File: config.mk
export PLATFORM = sky130hd
export DESIGN_NAME = button_counter_param
export DESIGN_NICKNAME = d
export VERILOG_FILES = /design/src/rtl/button_counter_param.sv
export SDC_FILE = /design/constraint.sdc
export NUM_CORES = 1
export LEC_CHECK = 0
export ABC_AREA = 0
export CAP_MARGIN = 5
export CORE_MARGIN = 3
export CORE_UTILIZATION = 50
export DETAILED_ROUTE_END_ITERATION = 10
export PLACE_DENSITY = 0.75
export SETUP_SLACK_MARGIN = 0.5
export SKIP_LAST_GASP = 1
export SYNTH_ARGS = -nofsm -noshare
export SYNTH_HDL_FRONTEND = slang
export SYNTH_SLANG_ARGS = --single-unit
File: constraint.sdc
create_clock -name clk -period 4.8 [get_ports clk]
set_input_delay 0.96 -clock clk [delete_from_list [all_inputs] [get_ports clk]]
set_output_delay 0.96 -clock clk [all_outputs]
set_load 0.02 [all_outputs]
File: src/rtl/button_counter_param.sv
// button_counter_param: up/down counter driven by two asynchronous push buttons.
// Each button is synchronized, debounced and edge-detected. Every accepted press
// steps the count by STEP, which either saturates or wraps at 0 / MAX_VAL.
// All outputs are registered.
module button_counter_param #(
  parameter int WIDTH    = 16,
  parameter int MAX_VAL  = (2 ** WIDTH) - 1,
  parameter int STEP     = 1,
  parameter int DEBOUNCE = 2,
  parameter int WRAP     = 0
) (
  input  logic             clk,
  input  logic             reset,
  input  logic             u,
  input  logic             d,
  output logic [WIDTH-1:0] c_out,
  output logic             at_min,
  output logic             at_max,
  output logic             up_pulse,
  output logic             dn_pulse,
  output logic             lim_hit
);

  // The debounce counter only has to reach DEBOUNCE-1; the level flips on the
  // edge that would have made it DEBOUNCE.
  localparam int             CW        = (DEBOUNCE < 2) ? 1 : $clog2(DEBOUNCE);
  localparam logic [CW-1:0]  DB_LAST   = CW'(DEBOUNCE - 1);
  localparam logic [CW-1:0]  DB_ONE    = CW'(1);
  localparam logic [CW-1:0]  DB_ZERO   = CW'(0);

  // Count arithmetic is carried in WIDTH+1 bits, so MAX_VAL+1 and c_out+STEP
  // are represented exactly before they are compared against the limits.
  localparam logic [WIDTH:0] MAX_X     = (WIDTH + 1)'(MAX_VAL);
  localparam logic [WIDTH:0] STEP_X    = (WIDTH + 1)'(STEP);
  localparam logic [WIDTH:0] MODULUS_X = MAX_X + (WIDTH + 1)'(1);
  localparam logic [WIDTH:0] ZERO_X    = (WIDTH + 1)'(0);
  localparam logic           WRAP_EN   = (WRAP != 0);

  // Bit 0 carries the up button and bit 1 carries the down button.
  logic [1:0]         sync1_q;
  logic [1:0]         sync2_q;
  logic [1:0]         level_q;
  logic [1:0]         level_d;
  logic [1:0]         press_q;
  logic [1:0]         press_d;
  logic [1:0][CW-1:0] db_cnt_q;
  logic [1:0][CW-1:0] db_cnt_d;

  logic [WIDTH-1:0]   c_out_q;
  logic               at_min_q;
  logic               at_max_q;
  logic               up_pulse_q;
  logic               dn_pulse_q;
  logic               lim_hit_q;

  logic [WIDTH:0]     cnt_x;
  logic [WIDTH:0]     up_sum;
  logic [WIDTH:0]     up_wrap;
  logic [WIDTH:0]     dn_sub;
  logic [WIDTH:0]     dn_wrap;
  logic [WIDTH:0]     nxt_x;
  logic               up_pulse_d;
  logic               dn_pulse_d;
  logic               lim_hit_d;

  // Debounce: the level follows the synchronized input only after DEBOUNCE
  // consecutive mismatching edges. Any agreeing edge restarts the count.
  always_comb begin
    level_d  = level_q;
    db_cnt_d = db_cnt_q;
    press_d  = 2'b00;
    for (int i = 0; i < 2; i++) begin
      if (sync2_q[i] != level_q[i]) begin
        if (db_cnt_q[i] == DB_LAST) begin
          level_d[i]  = sync2_q[i];
          db_cnt_d[i] = DB_ZERO;
          press_d[i]  = sync2_q[i];
        end else begin
          db_cnt_d[i] = db_cnt_q[i] + DB_ONE;
        end
      end else begin
        db_cnt_d[i] = DB_ZERO;
      end
    end
  end

  // Two-flop synchronizers, debounce state and registered press strobes.
  always_ff @(posedge clk) begin
    if (reset) begin
      sync1_q  <= 2'b00;
      sync2_q  <= 2'b00;
      level_q  <= 2'b00;
      db_cnt_q <= '{DB_ZERO, DB_ZERO};
      press_q  <= 2'b00;
    end else begin
      sync1_q  <= {d, u};
      sync2_q  <= sync1_q;
      level_q  <= level_d;
      db_cnt_q <= db_cnt_d;
      press_q  <= press_d;
    end
  end

  // Next count value. Simultaneous up and down presses cancel each other.
  always_comb begin
    cnt_x      = {1'b0, c_out_q};
    up_sum     = cnt_x + STEP_X;
    up_wrap    = up_sum - MODULUS_X;
    dn_sub     = cnt_x - STEP_X;
    dn_wrap    = cnt_x + MODULUS_X - STEP_X;
    nxt_x      = cnt_x;
    up_pulse_d = 1'b0;
    dn_pulse_d = 1'b0;
    lim_hit_d  = 1'b0;
    case (press_q)
      2'b01: begin
        up_pulse_d = 1'b1;
        if (up_sum <= MAX_X) begin
          nxt_x = up_sum;
        end else begin
          lim_hit_d = 1'b1;
          if (WRAP_EN) begin
            nxt_x = up_wrap;
          end else begin
            nxt_x = MAX_X;
          end
        end
      end
      2'b10: begin
        dn_pulse_d = 1'b1;
        if (cnt_x >= STEP_X) begin
          nxt_x = dn_sub;
        end else begin
          lim_hit_d = 1'b1;
          if (WRAP_EN) begin
            nxt_x = dn_wrap;
          end else begin
            nxt_x = ZERO_X;
          end
        end
      end
      default: begin
        nxt_x = cnt_x;
      end
    endcase
  end

  // Count, limit flags and one-cycle pulses, all updated together.
  always_ff @(posedge clk) begin
    if (reset) begin
      c_out_q    <= {WIDTH{1'b0}};
      at_min_q   <= 1'b1;
      at_max_q   <= 1'b0;
      up_pulse_q <= 1'b0;
      dn_pulse_q <= 1'b0;
      lim_hit_q  <= 1'b0;
    end else begin
      c_out_q    <= nxt_x[WIDTH-1:0];
      at_min_q   <= (nxt_x == ZERO_X);
      at_max_q   <= (nxt_x == MAX_X);
      up_pulse_q <= up_pulse_d;
      dn_pulse_q <= dn_pulse_d;
      lim_hit_q  <= lim_hit_d;
    end
  end

  assign c_out    = c_out_q;
  assign at_min   = at_min_q;
  assign at_max   = at_max_q;
  assign up_pulse = up_pulse_q;
  assign dn_pulse = dn_pulse_q;
  assign lim_hit  = lim_hit_q;

endmodule

**After elaboration in Yosys (flattened, before gate mapping)**

Cells that the tools add are included.
W data, S select, Z words.

- Memory bits (read-only): 0
- Memories: 0
- Bits in latches: 0
- Register bits after elaboration: 31
- Output and inout bits: 21
- Word-level logic and storage cells: 44
- Bits in writable memories: 0

- Shifts and indexed selects: 0
- Equal/unequal tests: 5
- Divide/modulo/power cells: 0
- Bitwise logic cells: 4
- Reduce and logical (&&, ||, !) cells: 7
- $lt $le $gt $ge: 2
- Muxes and demuxes: 8
- Add/sub/neg operators: 4
- Multipliers: 0

Operator list:

| cell | number |
|---|---|
| $mux W17 | 2 |
| $pmux W17 S2 | 1 |
| $add A16 B1 Y17 const B | 1 |
| $eq A17 B16 Y1 const B | 1 |
| $le A17 B16 Y1 const B | 1 |
| $logic_not A17 Y1 | 1 |
| $sub A16 B1 Y17 const B | 1 |
| $ge A16 B1 Y1 const B | 1 |
| $reduce_or A3 Y1 | 4 |
| $mux W1 | 4 |
| $not A1 Y1 | 4 |
| $reduce_and A2 Y1 | 2 |
| $add A1 B1 Y1 const B | 2 |
| $eq A2 B1 Y1 const B | 1 |
| $eq A2 B2 Y1 const B | 1 |
| $ne A1 B1 Y1 | 2 |
| $pmux W1 S2 | 1 |

**Logic depth before layout (Yosys ltp)**

Gate-level depths: netlist of run 1.

- Word-level depth: 5
- Mapped depth: 12
- Mapped depth without buffers: 10

**Worst setup path before layout of run 1**

Ideal clock, no wire load.

- Path type: reg2reg
- Start: register c_out_q[1] (netlist: c_out[1])
- End: register at_min_q (netlist: at_min)
- Arrival: 2577 ps
- Data required time: 4740 ps
- Stages on the path, launching flop included: 13
- Path buffers: 2
- Path slack: 2163 ps
- Clock period less this slack: 2637 ps
- Path through: dfxtp_1 -> buf_4 -> inv_1 -> ha_1 -> nor4_1 -> and2_0 -> clkbuf_1 -> a2111oi_2 -> o32ai_4 -> nand2_1 -> or3_1 -> a21oi_1 -> a41o_1

- Longest elaborated chain between the ends: 5

RTL lines:

| element | RTL line | RTL |
|---|---|---|
| start, declared | 49 | `logic [WIDTH-1:0] c_out_q;` |
| start signal, assigned | 151 | `c_out_q <= {WIDTH{1'b0}};` |
| start signal, assigned | 158 | `c_out_q <= nxt_x[WIDTH-1:0];` |
| $add A16 B1 Y17 | 107 | `up_sum = cnt_x + STEP_X;` |
| $le A17 B16 Y1 | 118 | `if (up_sum <= MAX_X) begin` |
| $mux W17 | 118 |  |
| $pmux W17 S2 * | 115 | `case (press_q)` |
| $logic_not A17 Y1 * | 159 | `at_min_q <= (nxt_x == ZERO_X);` |
| end signal, assigned | 159 |  |
| end, declared | 50 | `logic at_min_q;` |

Mark *: on every way between the ends. The rest lies on a longest branch, timed or not.
A chain may end at the register's enable or synchronous reset.

**Worst setup path after layout of run 1**

- Start: register c_out_q[0] (netlist: c_out[0])
- End: register at_max_q (netlist: at_max)

- Longest elaborated chain between the ends: 5

RTL lines:

| element | RTL line | RTL |
|---|---|---|
| $add A16 B1 Y17 | 107 |  |
| $le A17 B16 Y1 | 118 |  |
| $mux W17 | 118 |  |
| $pmux W17 S2 * | 115 |  |
| $eq A17 B16 Y1 * | 160 | `at_max_q <= (nxt_x == MAX_X);` |
| end signal, assigned | 160 |  |
| end, declared | 51 | `logic at_max_q;` |

Marks and branches as above.

==> results of run 1 <==
sequential cells by signal (all words and copies together), names as in the netlist, 2 cells and up:
name      cells
sync1_q       2
level_q       2
sync2_q       2
c_out        16
press_q       2
db_cnt_q      2
area by class of cell:
type / instances / area share
multi-input cells: 241 / 0.5953
flip-flops and latches: 31 / 0.2273
repair buffers: 27 / 0.09624
clock buffers: 6 / 0.03025
well taps: 65 / 0.02979
inverters: 14 / 0.01925
clock inverters: 1 / 0.001833
layer usage:
metal  global-route usage  vias to the layer above  wire (um)
met2               0.4123                      220       3318
met3              0.06992                       52        975
met4               0.1359                        0        366
li1                     -                     1191          -
met1               0.4063                     1197       3136
met5                    0                        -          0
synth_stat cells (2+ instances only):
master     n  area (sq um)
a211oi_1   5         37.54
a21oi_1   18         90.09
a221oi_1   4         35.03
a31oi_1    7         43.79
a41o_1     2         20.02
and2_1     3         18.77
and3_1     7         43.79
and4_1     2         17.52
buf_2      5         25.02
buf_4      3         22.52
buf_6      2         22.52
clkbuf_1  15         56.30
dfxtp_1   31         620.6
ha_1       6         75.07
inv_1     14         52.55
mux2i_1    3         30.03
nand2_1   23         86.33
nand2b_1   3         18.77
nand3_1   11         55.05
nand3_2    4         40.04
nand4_1    7         43.79
nand4b_1   2         17.52
nor2_1    21         78.83
nor2b_1    6         37.54
nor3_1    14         70.07
nor4_1     9         56.30
nor4_2     4         50.05
nor4bb_1   3         30.03
o211a_1    2         20.02
o211ai_1   3         22.52
o21ai_0   25         125.1
o221ai_1   2         17.52
o22ai_1    5         31.28
o311ai_0   2         17.52
o31ai_1    3         22.52
or3_1      2         12.51
or4_1      2         15.01
or4_4      2         22.52
xnor2_1    3         26.28
xor2_1     4         35.03
cell families (layout without fill, tap and decap cells):
group,count (synthesis),after routing,synth area share
xor+xnor,7,7,0.02525
fa+ha+maj,6,6,0.03091
flops,31,31,0.2555
compound gates,91,91,0.2669
buf+inv,40,48,0.07521
simple gates,133,133,0.3292
mux,4,4,0.01700
worst max-delay path: stages, from the launching register on:
cell	delay, ns
dfxtp_1	0.63
ha_1	0.46
nand4_1	0.35
nor4_2	0.44
and3_1	0.30
nor2_1	0.18
a211oi_1	0.46
nand2_1	0.11
nor4_1	0.25
and4_1	0.22
cells in the final DEF (no fill, tap or decap), drive strengths merged, types with 6 or more instances in the layout:
| cell | Yosys | layout |
|---|---|---|
| a21oi | 18 | 18 |
| a31oi | 7 | 7 |
| and3 | 8 | 8 |
| clkbuf | 15 | 6 |
| clkdlybuf4s50 | 0 | 24 |
| dfxtp | 31 | 31 |
| ha | 6 | 6 |
| inv | 14 | 14 |
| nand2 | 24 | 24 |
| nand3 | 15 | 15 |
| nand4 | 7 | 7 |
| nor2 | 21 | 21 |
| nor2b | 6 | 6 |
| nor3 | 15 | 15 |
| nor4 | 14 | 14 |
| o21ai | 27 | 27 |
where the power goes:
group / switching (mW) / internal, mW
sequential: 0.00561 / 0.261
clock: 0.0918 / 0.112
combinational: 0.0256 / 0.0174
through the flow:
stage          utilization  cells  hold slack [ns]
6_report            0.6021    385           0.4431
2_1_floorplan            -    312           0.4138
3_3_place_gp        0.5828    378           0.4168
3_5_place_dp        0.5828    378           0.4298
4_1_cts             0.6021    385           0.4463
5_1_grt             0.6021    385           0.4603
path summary, 6_finish.rpt:
kind / slack, ns / endpoint / startpoint
min: 0.44 / sync2_q[1]$_SDFF_PP0_ / sync1_q[1]$_SDFF_PP0_
max: 1.31 / at_max$_SDFF_PP0_ / c_out[0]$_SDFF_PP0_
max reg2reg: 1.31 / at_max$_SDFF_PP0_ / c_out[0]$_SDFF_PP0_
min reg2reg: 0.44 / sync2_q[1]$_SDFF_PP0_ / sync1_q[1]$_SDFF_PP0_
==> flow_summary.yaml, run 1 <==
run_status:
  status: "completed"
layout:
  area_growth_pct: 12.42
  drive_gt1_frac: 0.1000
  fin_area_sq_um: 2730
  ff_latch_area_sq_um: 620.6
  fillers: 395
  n_antenna_cell: 0
  multi_input_area_sq_um: 1625
  nets: 330
sta:
  fin_crit_sh: 0.7277
  skew_ns: 0.007507
  fmaxAchievable_mhz: 286.3
  setup_ws_ns: 1.307
  max_slew_margin: 0.4074
  setup-violations-final: 0
  finalHoldViolCount: 0
  period_minus_slack_ns: 3.493
  final_max_slew_viol_count: 0
  worst_pin_slew_ns: 0.8889
  rsz0062_at_grt: "no"
  setup_tns_ns: 0
clock_network:
  clkTransAtPathRegs_ns: 0.06
  clockBufferDepth: 2
  cts_buffers: 5
  ctsResizeCount: 0
  cts_setup_buffers: 0
  tritoncts: "built"
  cts-root-buf: "clkbuf_8"
  htree_levels: 2
  cts_num_sinks: 31
  cts_hold_buf: 0
  clk_latency_ns: 0.28
synthesis:
  synthCells: 312
  synth_edf_count: 0
  yosys_warnings: 0
  avgSynthCellArea_sq_um: 7.784
  synthArstFlopShare: 0
  ys_types: 63
  ys_seq_area_frac: 0.2555
  synth_area_sq_um: 2429
  synth_ff_type: "dfxtp_1"
  syn-num-nets: 322
  ys_ff_latch: 31
die:
  core-area_sq_um: 4534
  dieArea_sq_um: 5730
  die_w_um: 75.70
  rows: 24
  io-pin-count: 25
  dieHeight_um: 75.70
  initial_core_util: 0.5356
grt:
  antenna_found_initial: 0
  grt_pass1_wl_mm: 12.63
  grt-ovfl-total: 0
  grt_max_degree: 28
  grt_pass1_vias: 2486
  grtUsageTotal: 0.2885
routing:
  drt_iter0_markers: 680
  wl_mm: 7.797
  drt-wirelength-per-cell_um: 20.25
  vias: 2660
  via_per_inst: 6.909
  drtAntennaViolNets: 0
  firstDrtPassIters: 7
  drc_errors: 0
setup_path:
  path_class: "reg2reg"
  crit_required_ns: 5.01
  r2r_cells: 9
  startpoint_type: "register"
  arrival_ns: 3.71
  critPathMaxFanout: 14
  crit_path_end_kind: "register"
power:
  power_density_nw_per_um2: 188.2
  peakVddDrop_uv: 219.1
  leakagePower_nw: 0.9735
  power_mw: 0.5139
min_path:
  holdPathStages: 1
  hp-class: "reg2reg"
placed_design:
  port_buffers: 24
  place_area_sq_um: 2643
  hpwl_mm: 5.515
  routabilityCongestion: 1.039
  pre_cts_ws_ns: 1.468
flow_run:
  drv_cap: 0
Power figures use the tool's default switching activity.
==> run 2, diff against run 1 <==
--- a/config.mk
+++ b/config.mk
@@ -10,7 +10,7 @@
 export CORE_MARGIN = 3
 export CORE_UTILIZATION = 50
 export DETAILED_ROUTE_END_ITERATION = 10
-export PLACE_DENSITY = 0.75
+export PLACE_DENSITY = 0.77
 export SETUP_SLACK_MARGIN = 0.5
 export SKIP_LAST_GASP = 1
 export SYNTH_ARGS = -nofsm -noshare
==> constraint.sdc (replaced) <==
create_clock -name clk -period 3.14 [get_ports clk]
set_input_delay 0.628 -clock clk [delete_from_list [all_inputs] [get_ports clk]]
set_output_delay 0.628 -clock clk [all_outputs]
set_load 0.02 [all_outputs]
==> run 2 against run 1 <==
Worst hold slack got worse by 0.0061 ns. Final area increased by 16%. Via count rose by 10%. Non-clock buffer count up 39. Sequential share of layout area decreased by 2.2 points. Clock-buffer cell count rose by 1. Routed wire length is 13% higher. Highest routed layer unchanged.
==> flow_summary.yaml, run 2 (synthesis results as in run 1) <==
run_status:
  status: "completed"
setup_path:
  worst_path_largest_cell_delay_ns: 0.38
  rrSetupSlack_ns: 0.52
  path_class: "reg2reg"
  crit_required_ns: 3.38
  startpoint_type: "register"
  arrival_ns: 2.86
  crit_path_end_kind: "register"
  crit_family: "simple AND/OR/NAND/NOR gates"
  timing.rr.start: "c_out[0]$_SDFF_PP0_"
  critPathMaxFanout: 10
  r2r_cells: 11
  rr_endpoint: "at_max$_SDFF_PP0_"
  worst-path-buf-inv: 2
  path_cells: "inv_1 > ha_2 > nor4b_1 > buf_4 > nand4b_1 > a211oi_2 > o22ai_2 > nor2_1 > a211oi_1 > nor4_1 > and4_1"
  crit_slowest_cell: "dfxtp_2"
die:
  dieHeight_um: 75.70
  dieArea_sq_um: 5730
  die_w_um: 75.70
  io-pin-count: 25
  initial_core_util: 0.5356
  rows: 24
  core-area_sq_um: 4534
routing:
  firstDrtPassIters: 6
  drt_iter0_markers: 615
  drt-wirelength-per-cell_um: 20.82
  drtAntennaViolNets: 0
  via_per_inst: 6.913
  vias: 2938
  wl_mm: 8.849
  drc_errors: 0
grt:
  antenna_found_initial: 0
  grt-ovfl-total: 0
  grt_pass1_wl_mm: 13.48
  grt_max_degree: 23
  grt_pass1_vias: 2535
  grtUsageTotal: 0.3119
flow_run:
  drv_cap: 0
layout:
  fin_cells: 425
  area_growth_pct: 30.14
  nets: 369
  final_cell_mix: "buf_4 (40), o21ai_0 (24), clkdlybuf4s50_1 (24), nand2_1 (23), dfxtp_1 (20)"
  largest_reg_flops: 16
  n_antenna_cell: 0
  fillers: 355
  layout_commonest_cell: "buf_4"
  drive_gt1_frac: 0.2639
placed_design:
  dp.cells: 402
  pre_cts_ws_ns: 0.2751
  routabilityCongestion: 1.028
  hpwl_mm: 6.140
  port_buffers: 24
clock_network:
  clkTransAtPathRegs_ns: 0.08
  cts_buffers: 5
  tritoncts: "built"
  cts_hold_buf: 0
  cts-root-buf: "clkbuf_8"
  clockBufferDepth: 2
  cts_num_sinks: 31
  clk_latency_ns: 0.29
  htree_levels: 2
sta:
  period_minus_slack_ns: 2.618
  max_slew_margin: 0.5830
  hold_slack_ns: 0.4370
  fin_crit_sh: 0.8337
  rsz0062_at_grt: "yes"
  finalHoldViolCount: 0
  setup-violations-final: 0
  fmaxAchievable_mhz: 382.0
  setup_tns_ns: 0
  skew_ns: 0.01121
  worst_pin_slew_ns: 0.6255
  setup_ws_ns: 0.5221
  final_max_slew_viol_count: 0
min_path:
  hp-class: "reg2reg"
  holdPathStages: 1
  min_delay_worst_endpoint: "sync2_q[0]$_SDFF_PP0_"
  worstHoldStart: "sync1_q[0]$_SDFF_PP0_"
power:
  power_density_nw_per_um2: 265.6
  peakVddDrop_uv: 335.3
  leakagePower_nw: 1.191
-- run 2: worst max path at each step --
stage | start | endpoint | slack, ns | cells after the start
floorplan | c_out[1]$_SDFF_PP0_ | at_min$_SDFF_PP1_ | 0.50 | 12
global placement | c_out[1]$_SDFF_PP0_ | at_min$_SDFF_PP1_ | 0.25 | 10
detailed placement | c_out[1]$_SDFF_PP0_ | at_max$_SDFF_PP0_ | 0.28 | 10
CTS | c_out[0]$_SDFF_PP0_ | at_max$_SDFF_PP0_ | 0.50 | 10
global route | c_out[0]$_SDFF_PP0_ | at_max$_SDFF_PP0_ | 0.42 | 11
finish | c_out[0]$_SDFF_PP0_ | at_max$_SDFF_PP0_ | 0.52 | 11
-- run 2: layer usage --
layer	wire length, um	track usage
met4	456	0.1223
met5	0	0
met3	1080	0.08179
met1	3472	0.4271
met2	3840	0.4679
-- run 2: where the power goes --
| part | internal [mW] | switching, mW | leakage (nW) |
|---|---|---|---|
| combinational | 0.0367 | 0.0462 | 0.882 |
| clock | 0.199 | 0.156 | 0.0505 |
| sequential | 0.395 | 0.00629 | 0.258 |
-- run 2: stage by stage --
| step | total power, mW | instance area (sq um) | util |
|---|---|---|---|
| 2_1_floorplan | 0.4576 | 2429 | - |
| 3_3_place_gp | 0.4826 | 2823 | 0.6225 |
| 3_5_place_dp | 0.4823 | 2823 | 0.6225 |
| 4_1_cts | 0.8361 | 2993 | 0.6600 |
| 5_1_grt | 0.8623 | 3161 | 0.6970 |
| 6_report | 0.8393 | 3161 | 0.6970 |
-- run 2: final cells by class --
cell class              count  area [sq um]  area share
clock buffers               7         96.34     0.03048
clock inverters             1         7.507    0.002375
inverters                  14         52.55     0.01663
multi-input cells         241          1707      0.5400
flip-flops and latches     31         649.4      0.2055
well taps                  65         81.33     0.02573
repair buffers             66         566.8      0.1793
-- run 2: what timing repair did --
item,4_1_cts,5_1_grt
pin swaps,4,8
setup buffers,4,11
hold endpoints to repair,0,0
setup endpoints to repair,3,7
resized for setup,15,24
